`src/rtl/receiver_axis.sv`:
```
// UART receiver (start, WORD_WIDTH data bits LSB first, one stop bit)
// with an AXI4-Stream master output and one-cycle error pulses.
//
// Ports:
//   clk, rst          - system clock, synchronous active-high reset
//   din               - asynchronous serial line, idle high
//   dout_axis_tdata   - received word
//   dout_axis_tvalid  - word available (registered)
//   dout_axis_tready  - consumer accepts the word
//   frame_error       - pulse when the stop bit is sampled low
//   overrun           - pulse when a good word is dropped (output busy)
module receiver_axis #(
    parameter logic [31:0] CLOCK_FREQUENCY = 32'd100_000_000,
    parameter logic [31:0] BAUD_RATE       = 32'd115200,
    parameter logic [31:0] WORD_WIDTH      = 32'd8
) (
    input  logic                  clk,
    input  logic                  rst,
    input  logic                  din,
    output logic [WORD_WIDTH-1:0] dout_axis_tdata,
    output logic                  dout_axis_tvalid,
    input  logic                  dout_axis_tready,
    output logic                  frame_error,
    output logic                  overrun
);

    localparam int unsigned CPB  = CLOCK_FREQUENCY / BAUD_RATE;
    localparam int unsigned HALF = CPB / 2;
    localparam int unsigned CW   = (CPB > 1) ? $clog2(CPB) : 1;
    localparam int unsigned IW   = (WORD_WIDTH > 1) ? $clog2(WORD_WIDTH) : 1;

    localparam logic [CW-1:0] CNT_LAST = CW'(CPB - 1);
    localparam logic [CW-1:0] CNT_MID  = CW'(HALF - 1);
    localparam logic [IW-1:0] IDX_LAST = IW'(WORD_WIDTH - 1);
    localparam logic [CW-1:0] CNT_ONE  = CW'(1);
    localparam logic [IW-1:0] IDX_ONE  = IW'(1);

    typedef enum logic [2:0] {
        S_IDLE,
        S_START,
        S_DATA,
        S_STOP,
        S_BREAK
    } state_t;

    state_t                state_q;
    logic [1:0]            sync_q;
    logic [CW-1:0]         cnt_q;
    logic [IW-1:0]         idx_q;
    logic [WORD_WIDTH-1:0] shreg_q;
    logic [WORD_WIDTH-1:0] tdata_q;
    logic                  tvalid_q;
    logic                  ferr_q;
    logic                  ovr_q;
    logic                  din_s;
    logic                  out_free;

    // sync_q[0] is the first flop, sync_q[1] the synchronized line.
    assign din_s = sync_q[1];

    // A word may load when the slot is empty or drains this same cycle.
    assign out_free = !tvalid_q || dout_axis_tready;

    always_ff @(posedge clk) begin
        if (rst) begin
            sync_q   <= 2'b11;
            state_q  <= S_IDLE;
            cnt_q    <= '0;
            idx_q    <= '0;
            shreg_q  <= '0;
            tdata_q  <= '0;
            tvalid_q <= 1'b0;
            ferr_q   <= 1'b0;
            ovr_q    <= 1'b0;
        end else begin
            sync_q <= {sync_q[0], din};
            ferr_q <= 1'b0;
            ovr_q  <= 1'b0;

            // A load in STOP below overrides this clear.
            if (tvalid_q && dout_axis_tready) begin
                tvalid_q <= 1'b0;
            end

            unique case (state_q)
                S_IDLE: begin
                    if (!din_s) begin
                        state_q <= S_START;
                        cnt_q   <= '0;
                    end
                end
                S_START: begin
                    if (cnt_q == CNT_MID) begin
                        cnt_q   <= '0;
                        idx_q   <= '0;
                        state_q <= din_s ? S_IDLE : S_DATA;
                    end else begin
                        cnt_q <= cnt_q + CNT_ONE;
                    end
                end
                S_DATA: begin
                    if (cnt_q == CNT_LAST) begin
                        cnt_q          <= '0;
                        shreg_q[idx_q] <= din_s;
                        if (idx_q == IDX_LAST) begin
                            state_q <= S_STOP;
                        end else begin
                            idx_q <= idx_q + IDX_ONE;
                        end
                    end else begin
                        cnt_q <= cnt_q + CNT_ONE;
                    end
                end
                S_STOP: begin
                    // Leaving mid stop bit lets a back-to-back start
                    // bit be seen from its first cycle.
                    if (cnt_q == CNT_LAST) begin
                        cnt_q <= '0;
                        if (!din_s) begin
                            ferr_q  <= 1'b1;
                            state_q <= S_BREAK;
                        end else begin
                            state_q <= S_IDLE;
                            if (out_free) begin
                                tdata_q  <= shreg_q;
                                tvalid_q <= 1'b1;
                            end else begin
                                ovr_q <= 1'b1;
                            end
                        end
                    end else begin
                        cnt_q <= cnt_q + CNT_ONE;
                    end
                end
                S_BREAK: begin
                    // A held-low line must rise before a new frame.
                    if (din_s) begin
                        state_q <= S_IDLE;
                    end
                end
                default: state_q <= S_IDLE;
            endcase
        end
    end

    assign dout_axis_tdata  = tdata_q;
    assign dout_axis_tvalid = tvalid_q;
    assign frame_error      = ferr_q;
    assign overrun          = ovr_q;

endmodule

```
`config.mk`:
```
export PLATFORM = sky130hd
export DESIGN_NAME = receiver_axis
export DESIGN_NICKNAME = d
export VERILOG_FILES = /design/src/rtl/receiver_axis.sv
export SDC_FILE = /design/constraint.sdc
export NUM_CORES = 1
export LEC_CHECK = 0
export ABC_CLOCK_PERIOD_IN_PS = 3100
export BUFFER_PORTS_ARGS = -buffer_cell sky130_fd_sc_hd__buf_4
export CORE_MARGIN = 2
export CORE_UTILIZATION = 50
export CTS_BUF_LIST = sky130_fd_sc_hd__clkbuf_16
export CTS_CLUSTER_DIAMETER = 40
export CTS_CLUSTER_SIZE = 30
export DETAILED_ROUTE_END_ITERATION = 10
export PLACE_DENSITY = 0.72
export REMOVE_ABC_BUFFERS = 1
export SYNTH_ARGS = -nofsm -noshare
export SYNTH_HDL_FRONTEND = slang
export SYNTH_SLANG_ARGS = --single-unit
```
`constraint.sdc`:
```
create_clock -name clk -period 3.1 [get_ports clk]
set_clock_uncertainty 0.1 [all_clocks]
set_input_delay 0.155 -clock clk [delete_from_list [all_inputs] [get_ports clk]]
set_output_delay 0.155 -clock clk [all_outputs]
set_load 0.05 [all_outputs]
```
# After elaboration in Yosys (flattened, before gate mapping)
# Index checks and enable logic that the tools add are counted.
# totals
reg_bits	37
in_bits	4
output_inout_bits	11
# op_classes
addsub	2
order_cmp	2
eq_ne	14
n_mux	27
bitwise	3
n_reduce_logical	15
# ops
cell	count
10-bit 2-to-1 mux	3
3-bit 2-to-1 mux	10
10-bit one-hot mux with 3 select lines	1
3-bit one-hot mux with 5 select lines	1
2-bit inequality test (second input constant)	7
10-bit by 1-bit adder with 10-bit output (second input constant)	1
10-bit equality test (second input constant)	1
10-bit by 9-bit equality test with 1-bit output (second input constant)	1
8-bit bitwise mux	1
1-bit 2-to-1 mux	8
4-bit AND reduction	2
3-bit by 2-bit equality test with 1-bit output (second input constant)	2
3-bit equality test (second input constant)	2
3-bit one-hot mux with 2 select lines	1
6-bit AND reduction	1
3-bit by 4-bit < comparator with 1-bit output (second input constant)	1
2-bit AND reduction	2
4-bit OR reduction	1
3-bit by 1-bit adder with 3-bit output (second input constant)	1
1-bit demux with 3-bit select	1
3-bit by 1-bit equality test with 1-bit output (second input constant)	1
3-bit by 1-bit greater-or-equal comparator with 1-bit output (second input constant)	1
3-bit logical NOT	1
1-bit inverter	3
8 further kinds	9

# Depth between registers and ports, before layout
# Gate-level depths: netlist of run 1.
# depth
ltp_word	6
ltp_mapped	7

# Least setup slack after synthesis of run 1
# Ideal clock, no wire load.
# synth_path
path_type	register -> register
startpoint	reg cnt_q[0]
endpoint	reg idx_q[0]
t_arrival_ns	1.761
t_required_ns	2.872
path_slack_ns	1.111
stages_incl_launch_ff	8
period_less_slack_ns	1.989
cell_sequence	dfxtp_1 > ha_1 > nand2b_1 > or3_1 > buf_2 > a211oi_2 > mux2i_1 > nor2_1
# synth_between
elab_chain_cells	3
# synth_lines
item	line	text
from (decl)	48	logic [CW-1:0] cnt_q;
from (signal assigned)	98	cnt_q <= cnt_q + CNT_ONE;
from (signal assigned)	111	cnt_q <= cnt_q + CNT_ONE;
from (signal assigned)	132	cnt_q <= cnt_q + CNT_ONE;
10-bit equality test or 10-bit by 9-bit equality test with 1-bit output (tied branches)	102, 93	
2-bit inequality test (no source line)	--	
4-bit AND reduction (no source line) (*)	--	
to (signal assigned)	108	idx_q <= idx_q + IDX_ONE;
to (decl)	49	logic [IW-1:0] idx_q;
# Every way passes the cells marked *; elsewhere a longest branch is shown, timed or not.
# A chain may end at the register's enable or synchronous reset.

# Worst setup path in the final report of run 1
# Same ends and word-level chain as after synthesis.

==> impl_metrics.py, run 1 <==
metrics = {
    "run_status": {
        "status": "complete, no violations",
    },
    "setup_path": {
        "required_ns": 3.16,
        "r2r-end": "idx_q[0]$_SDFFE_PP0P_",
        "endpoint_kind": "flop",
        "cpMaxStageDelayCell": "or3_1",
        "path_cells": "ha_1 > nand2b_1 > or3_1 > a211oi_2 > mux2i_1 > nor2_1",
        "crit_family": "simple AND/OR/NAND/NOR gates",
        "r2r_start": "cnt_q[0]$_SDFFE_PP0P_",
        "worst-path-buf-inv": 0,
        "slowest_delay_ns": 0.55,
        "path_max_fanout": 8,
        "worst-setup-path-type": "flop to flop",
        "cp_data_arrival_time_ns": 2.29,
        "cp-start-kind": "flop",
        "setup.worst_path.start": "cnt_q[0]$_SDFFE_PP0P_",
        "r2r_setup_slack_ns": 0.86,
        "r2r_cells": 6,
    },
    "synthesis": {
        "synth.distinct_cells": 41,
        "yosysWarnings": 0,
        "ys_ff_latch": 37,
        "syn_area_um2": 1830,
        "synthArstFlopShare_pct": 0,
        "ys_seq_area_share_pct": 40.5,
        "syn_area_per_cell_um2": 9.23,
        "synthCells": 198,
        "synth-edff-count": 0,
        "synth_flop_cell": "dfxtp_1",
    },
    "power_and_ir_drop": {
        "max-vdd-ir-drop_mv": 0.372,
        "p_leak_nw": 0.856,
        "pwr_density_cell_nw_per_um2": 615,
    },
    "cells_and_area": {
        "fillerInstances": 306,
        "area_growth_pct": 16.9,
        "num-nets-final": 219,
        "fin_util_pct": 62.5,
        "final_cells": 258,
        "final_layout_size_suffix_gt1_share_pct": 16.5,
        "final_common_cell": "dfxtp_1",
        "layout_common_cells": "37 x dfxtp_1, 27 x nor2_1, 21 x mux2i_1, 15 x buf_4, 12 x nand2_1",
        "n_antenna_cell": 0,
    },
    "global_route": {
        "antenna_found_initial": 0,
        "grt_pass1_wl_um": 6320,
        "grt_pass1_vias": 1462,
        "grt_max_degree": 42,
        "grt_overflow": 0,
        "grt_use_total_pct": 19.7,
    },
    "clock_tree": {
        "cts.sinks": 37,
        "numCtsBuffers": 5,
        "cts_tree": "done",
        "insertion_delay_ns": 0.28,
        "cts_root_buffer": "clkbuf_16",
        "clock_path_buffers": 2,
        "path_clk_slew_ns": 0.06,
        "post-cts-setup-buffers": 0,
        "h-tree-depth": 2,
    },
    "flow_run": {
        "drv_cap": 0,
    },
    "timing": {
        "hold_viol_final": 0,
        "setup_violations": 0,
        "slew_headroom_pct": 69.7,
        "fmax_mhz": 447,
        "min_period_over_period_pct": 72.2,
        "tightestPinTransition_ns": 0.448,
        "rsz0062_at_grt": "no",
        "period_needed_ns": 2.24,
        "drv_slew": 0,
        "fin_ws_ns": 0.862,
        "final.setup.tns_ns": 0,
    },
    "min_path": {
        "min_to": "overrun$_SDFF_PP0_",
        "worstHoldStart": "dout_axis_tready",
        "hp-class": "input port to flop",
        "holdPathStages": 3,
    },
    "die": {
        "ios": 15,
        "die_h_um": 64.4,
        "core_um2": 3420,
        "num_rows": 21,
        "dieWidth_um": 64.4,
        "initial_core_util_pct": 53.5,
        "dieArea_um2": 4150,
    },
    "routing": {
        "drt-initial-drc-count": 52,
        "avgViaCountPerCell": 5.57,
        "drc": 0,
        "antenna_left": 0,
        "dr.pass1.iters": 4,
        "drt_wl_total_um": 3590,
        "vias": 1438,
        "wl_per_cell_um": 13.9,
    },
    "placed_design": {
        "dp_slack_ns": 0.856,
        "portBuffers": 14,
        "place.gp.congestion": 0.815,
        "placed_cells": 249,
        "dp_hpwl_um": 2380,
    },
}
[per-stage QoR]
step	hold slack (ns)	area, um2	total power [mW]
after floorplan	0.124	1780	0.681
after global placement	0.243	1950	0.733
after detailed placement	0.244	1950	0.741
after CTS	0.0967	2140	1.32
after global routing	0.122	2140	1.36
final	0.0961	2140	1.31
[cell families after synthesis]
logic type      Yosys count  synth area share [%]
simple gates             99                  31.4
flops                    37                  40.5
compound gates           24                  10.0
mux                      23                  12.7
buf+inv                  11                  2.53
fa+ha+maj                 4                  2.74
[report_power, final]
group          internal [mW]  switching (mW)  total [mW]  leakage (nW)
combinational         0.0939           0.119       0.213         0.477
clock                  0.380           0.201       0.581        0.0800
sequential             0.491          0.0268       0.518         0.299
[metal layers]
layer / vias up / wire [um] / global-route usage (%)
met5: - / 0 / 0
met4: 0 / 37 / 7.18
met3: 4 / 106 / 5.56
met2: 18 / 1770 / 34.6
met1: 685 / 1670 / 22.7
li1: 731 / - / -
[timing repair]
action | 4_1_cts | 5_1_grt
resized for setup | 0 | 0
hold buffers | 1 | 0
hold endpoints to repair | 1 | 0
setup endpoints to repair | 0 | 0
[cells in the mapped netlist (all sizes together) (3+ instances only)]
cell / n / area, um2
a21oi: 6 / 33.8
a31oi: 5 / 31.3
and2: 3 / 18.8
clkbuf: 8 / 30.0
dfxtp: 37 / 741
ha: 4 / 50.1
mux2i: 21 / 210
nand2: 12 / 45.0
nand2b: 8 / 50.1
nand3: 10 / 50.1
nand3b: 3 / 22.5
nand4b: 4 / 35.0
nor2: 27 / 101
nor2b: 7 / 43.8
nor3: 3 / 15.0
nor4: 3 / 33.8
o21ai: 3 / 15.0
or3: 5 / 31.3
[state kept, by name, summed over array words and instances, names as in the netlist]
register / count
shreg_q: 8
idx_q: 3
state_q: 3
dout_axis_tdata: 8
overrun: 1
frame_error: 1
cnt_q: 10
sync_q: 2
dout_axis_tvalid: 1
[final cells by class]
cell class	count	area, um2	share of cell area [%]
Sequential cell	37	741	34.7
Clock inverter	3	46.3	2.17
Tap cell	46	57.6	2.69
Multi-Input combinational cell	150	1040	48.7
Timing Repair Buffer	16	123	5.74
Inverter	1	3.75	0.176
Clock buffer	5	125	5.86
[how the worst max path moves through the flow]
stage                         endpoint  cells past startpoint
2_1_floorplan  state_q[0]$_SDFFE_PP0P_                      6
3_3_place_gp     cnt_q[6]$_SDFFE_PP0P_                      6
3_5_place_dp     cnt_q[6]$_SDFFE_PP0P_                      6
4_1_cts          cnt_q[6]$_SDFFE_PP0P_                      6
5_1_grt          idx_q[0]$_SDFFE_PP0P_                      6
6_report         idx_q[0]$_SDFFE_PP0P_                      6
[worst reg2reg max path: stages (launching register included)]
cell	delay, ns
dfxtp_1	0.39
ha_1	0.21
nand2b_1	0.15
or3_1	0.55
a211oi_2	0.40
mux2i_1	0.26
nor2_1	0.06
Note: power is estimated with default switching activity, not from simulation.
==> inputs of run 2 (changes only) <==
--- a/config.mk
+++ b/config.mk
@@ -5,7 +5,8 @@
 export SDC_FILE = /design/constraint.sdc
 export NUM_CORES = 1
 export LEC_CHECK = 0
-export ABC_CLOCK_PERIOD_IN_PS = 3100
+export ABC_AREA = 1
+export ABC_CLOCK_PERIOD_IN_PS = 2300
 export BUFFER_PORTS_ARGS = -buffer_cell sky130_fd_sc_hd__buf_4
 export CORE_MARGIN = 2
 export CORE_UTILIZATION = 50
@@ -13,7 +14,7 @@
 export CTS_CLUSTER_DIAMETER = 40
 export CTS_CLUSTER_SIZE = 30
 export DETAILED_ROUTE_END_ITERATION = 10
-export PLACE_DENSITY = 0.72
+export PLACE_DENSITY = 0.71
 export REMOVE_ABC_BUFFERS = 1
 export SYNTH_ARGS = -nofsm -noshare
 export SYNTH_HDL_FRONTEND = slang
==> constraint.sdc (replaced) <==
create_clock -name clk -period 2.3 [get_ports clk]
set_clock_uncertainty 0.1 [all_clocks]
set_input_delay 0.115 -clock clk [delete_from_list [all_inputs] [get_ports clk]]
set_output_delay 0.115 -clock clk [all_outputs]
set_load 0.05 [all_outputs]
==> impl_metrics.py, run 2 <==
metrics = {
    "setup_path": {
        "cpMostUsedCell": "nor2_1",
        "path_cells": "ha_1 > nand3_2 > nor3_4 > nand4_4 > nor2_1 > nor2_1",
        "cpMaxStageDelayCell": "dfxtp_1",
        "worst-setup-path-type": "flop to flop",
        "path_max_fanout": 16,
        "cp-start-kind": "flop",
        "cp_data_arrival_time_ns": 1.85,
        "slowest_delay_ns": 0.42,
        "required_ns": 2.37,
        "endpoint_kind": "flop",
    },
    "global_route": {
        "grt_overflow": 0,
        "grt_use_total_pct": 20.2,
        "grt_pass1_vias": 1578,
        "grt_max_degree": 17,
        "grt_pass1_wl_um": 6810,
        "antenna_found_initial": 0,
    },
    "synthesis": {
        "synthArstFlopShare_pct": 0,
        "syn_area_per_cell_um2": 6.87,
        "ys_ff_latch": 37,
        "yosysTopAreaCell": "dfxtp_1",
        "synth.distinct_cells": 32,
        "synth_commonest_cells": "65 x nand2_1, 61 x nor2_1, 37 x dfxtp_1",
        "yosysWarnings": 0,
        "ys_seq_area_share_pct": 38.1,
        "netlist_top_cells_area": "dfxtp_1 38%, nand2_1 13%, nor2_1 12%, inv_1 6.9%, nand3_1 2.8%",
        "synth_flop_cell": "dfxtp_1",
        "netlist.area_leader.share_pct": 38.1,
        "synth-edff-count": 0,
        "syn_area_um2": 1940,
        "synthCells": 283,
        "yosysMostFrequentCell": "nand2_1",
    },
    "timing": {
        "hold_viol_final": 0,
        "final.setup.tns_ns": 0,
        "tightestPinTransition_ns": 0.502,
        "timing.hold.ws_ns": 0.122,
        "fin_ws_ns": 0.523,
        "period_needed_ns": 1.78,
        "rsz0062_at_grt": "no",
        "slew_headroom_pct": 66.5,
        "fmax_mhz": 563,
        "drv_slew": 0,
        "min_period_over_period_pct": 77.2,
        "setup_violations": 0,
    },
    "clock_tree": {
        "path_clk_slew_ns": 0.06,
        "cts_tree": "done",
        "insertion_delay_ns": 0.27,
        "numCtsBuffers": 5,
        "clock_path_buffers": 2,
        "cts.sinks": 37,
        "cts_root_buffer": "clkbuf_16",
        "h-tree-depth": 2,
    },
    "power_and_ir_drop": {
        "pwr_density_cell_nw_per_um2": 1070,
        "seqPwrFrac_pct": 32.6,
        "max-vdd-ir-drop_mv": 0.844,
        "combPwrFrac_pct": 31.8,
        "switching_share_pct": 35.0,
        "p_switching_uw": 851,
        "p_leak_nw": 1.08,
        "clkPwrFrac_pct": 35.6,
        "intPower_mw": 1.58,
    },
    "placed_design": {
        "portBuffers": 14,
        "dp_hpwl_um": 2670,
        "place.gp.congestion": 0.906,
        "dp_slack_ns": 0.528,
    },
    "cells_and_area": {
        "final_common_cell": "nand2_1",
        "n_antenna_cell": 0,
        "largest_register": "cnt_q",
        "fin_util_pct": 61.9,
        "area_growth_pct": 17.4,
        "largest_reg_flops": 10,
        "layout_common_cells": "65 x nand2_1, 61 x nor2_1, 37 x dfxtp_1, 36 x inv_1, 15 x buf_4",
        "num-nets-final": 309,
        "final_layout_size_suffix_gt1_share_pct": 17.9,
    },
    "min_path": {
        "hp-class": "input port to flop",
    },
    "routing": {
        "avgViaCountPerCell": 4.78,
        "drt_wl_total_um": 3670,
        "drc": 0,
        "dr.pass1.iters": 4,
        "vias": 1673,
        "antenna_left": 0,
        "wl_per_cell_um": 10.5,
        "drt-initial-drc-count": 111,
    },
    "die": {
        "num_rows": 22,
        "initial_core_util_pct": 52.7,
        "dieArea_um2": 4400,
        "dieWidth_um": 66.4,
        "core_um2": 3690,
        "ios": 15,
        "die_h_um": 66.4,
    },
    "run_status": {
        "status": "complete, no violations",
    },
    "flow_run": {
        "drv_cap": 0,
    },
}
run 2: area by class of cell:
cell class                      count  area [um2]
Tap cell                           48        60.1
Timing Repair Buffer               17         133
Clock buffer                        5         125
Sequential cell                    37         741
Inverter                           40         153
Multi-Input combinational cell    200        1010
Clock inverter                      3        65.1
Fill cell                         367        1410
run 2: logic make-up after synthesis:
kind of cell | count (synthesis) | share of synthesized area, %
AND/OR/NAND/NOR | 175 | 42.4
buffers and inverters | 46 | 10.2
flip-flops | 37 | 38.1
AO/OA/AOI/OAI | 19 | 5.86
adder cells (fa/ha/maj) | 4 | 2.57
XOR/XNOR | 2 | 0.901
run 2: per-layer routing:
metal | global-route usage [%] | vias up | wire [um] | share of wire (%)
li1 | - | 914 | - | -
met1 | 25.8 | 731 | 1840 | 50
met2 | 32.3 | 26 | 1690 | 46
met3 | 4.26 | 2 | 121 | 3.3
met4 | 9.18 | 0 | 24 | 0.65
met5 | 0 | - | 0 | 0
run 2: worst paths after layout:
kind | from | to | slack, ns | cells past startpoint
worst max-delay path | cnt_q[0]$_SDFFE_PP0P_ | dout_axis_tdata[5]$_SDFFE_PP0P_ | 0.52 | 6
worst min-delay path | dout_axis_tready | dout_axis_tvalid$_SDFF_PP0_ | 0.12 | 4
worst max register to register | cnt_q[0]$_SDFFE_PP0P_ | dout_axis_tdata[5]$_SDFFE_PP0P_ | 0.52 | 6
worst min register to register | sync_q[0]$_SDFF_PP1_ | sync_q[1]$_SDFF_PP1_ | 0.31 | 1
run 2: metrics by stage:
step,std cells,power [mW],area (um2)
CTS,350,2.45,2280
detailed placement,340,1.57,2070
global placement,340,1.57,2070
finish,350,2.43,2280
floorplan,277,1.44,1900
global route,350,2.62,2280
run 2: worst max-delay path: cells and delay by family, from the launching register on:
| family | cells | cell delay (ns) |
|---|---|---|
| fa+ha+maj | 1 | 0.24 |
| flops | 1 | 0.42 |
| simple gates | 5 | 0.91 |
run 2: power by group through the flow:
stage	Sequential, mW	Combinational [mW]	Clock [mW]
5_1_grt	0.804	0.900	0.916
6_report	0.793	0.773	0.865
3_5_place_dp	0.806	0.768	0
4_1_cts	0.793	0.776	0.883
3_3_place_gp	0.803	0.766	0
2_1_floorplan	0.788	0.650	0
run 2: what timing repair did:
action | in CTS | in global routing
resized for setup | 0 | 0
endpoints found under the setup margin | 0 | 0
hold endpoints to repair | 5 | 0
setup buffers | 0 | 0
hold buffers | 2 | 0
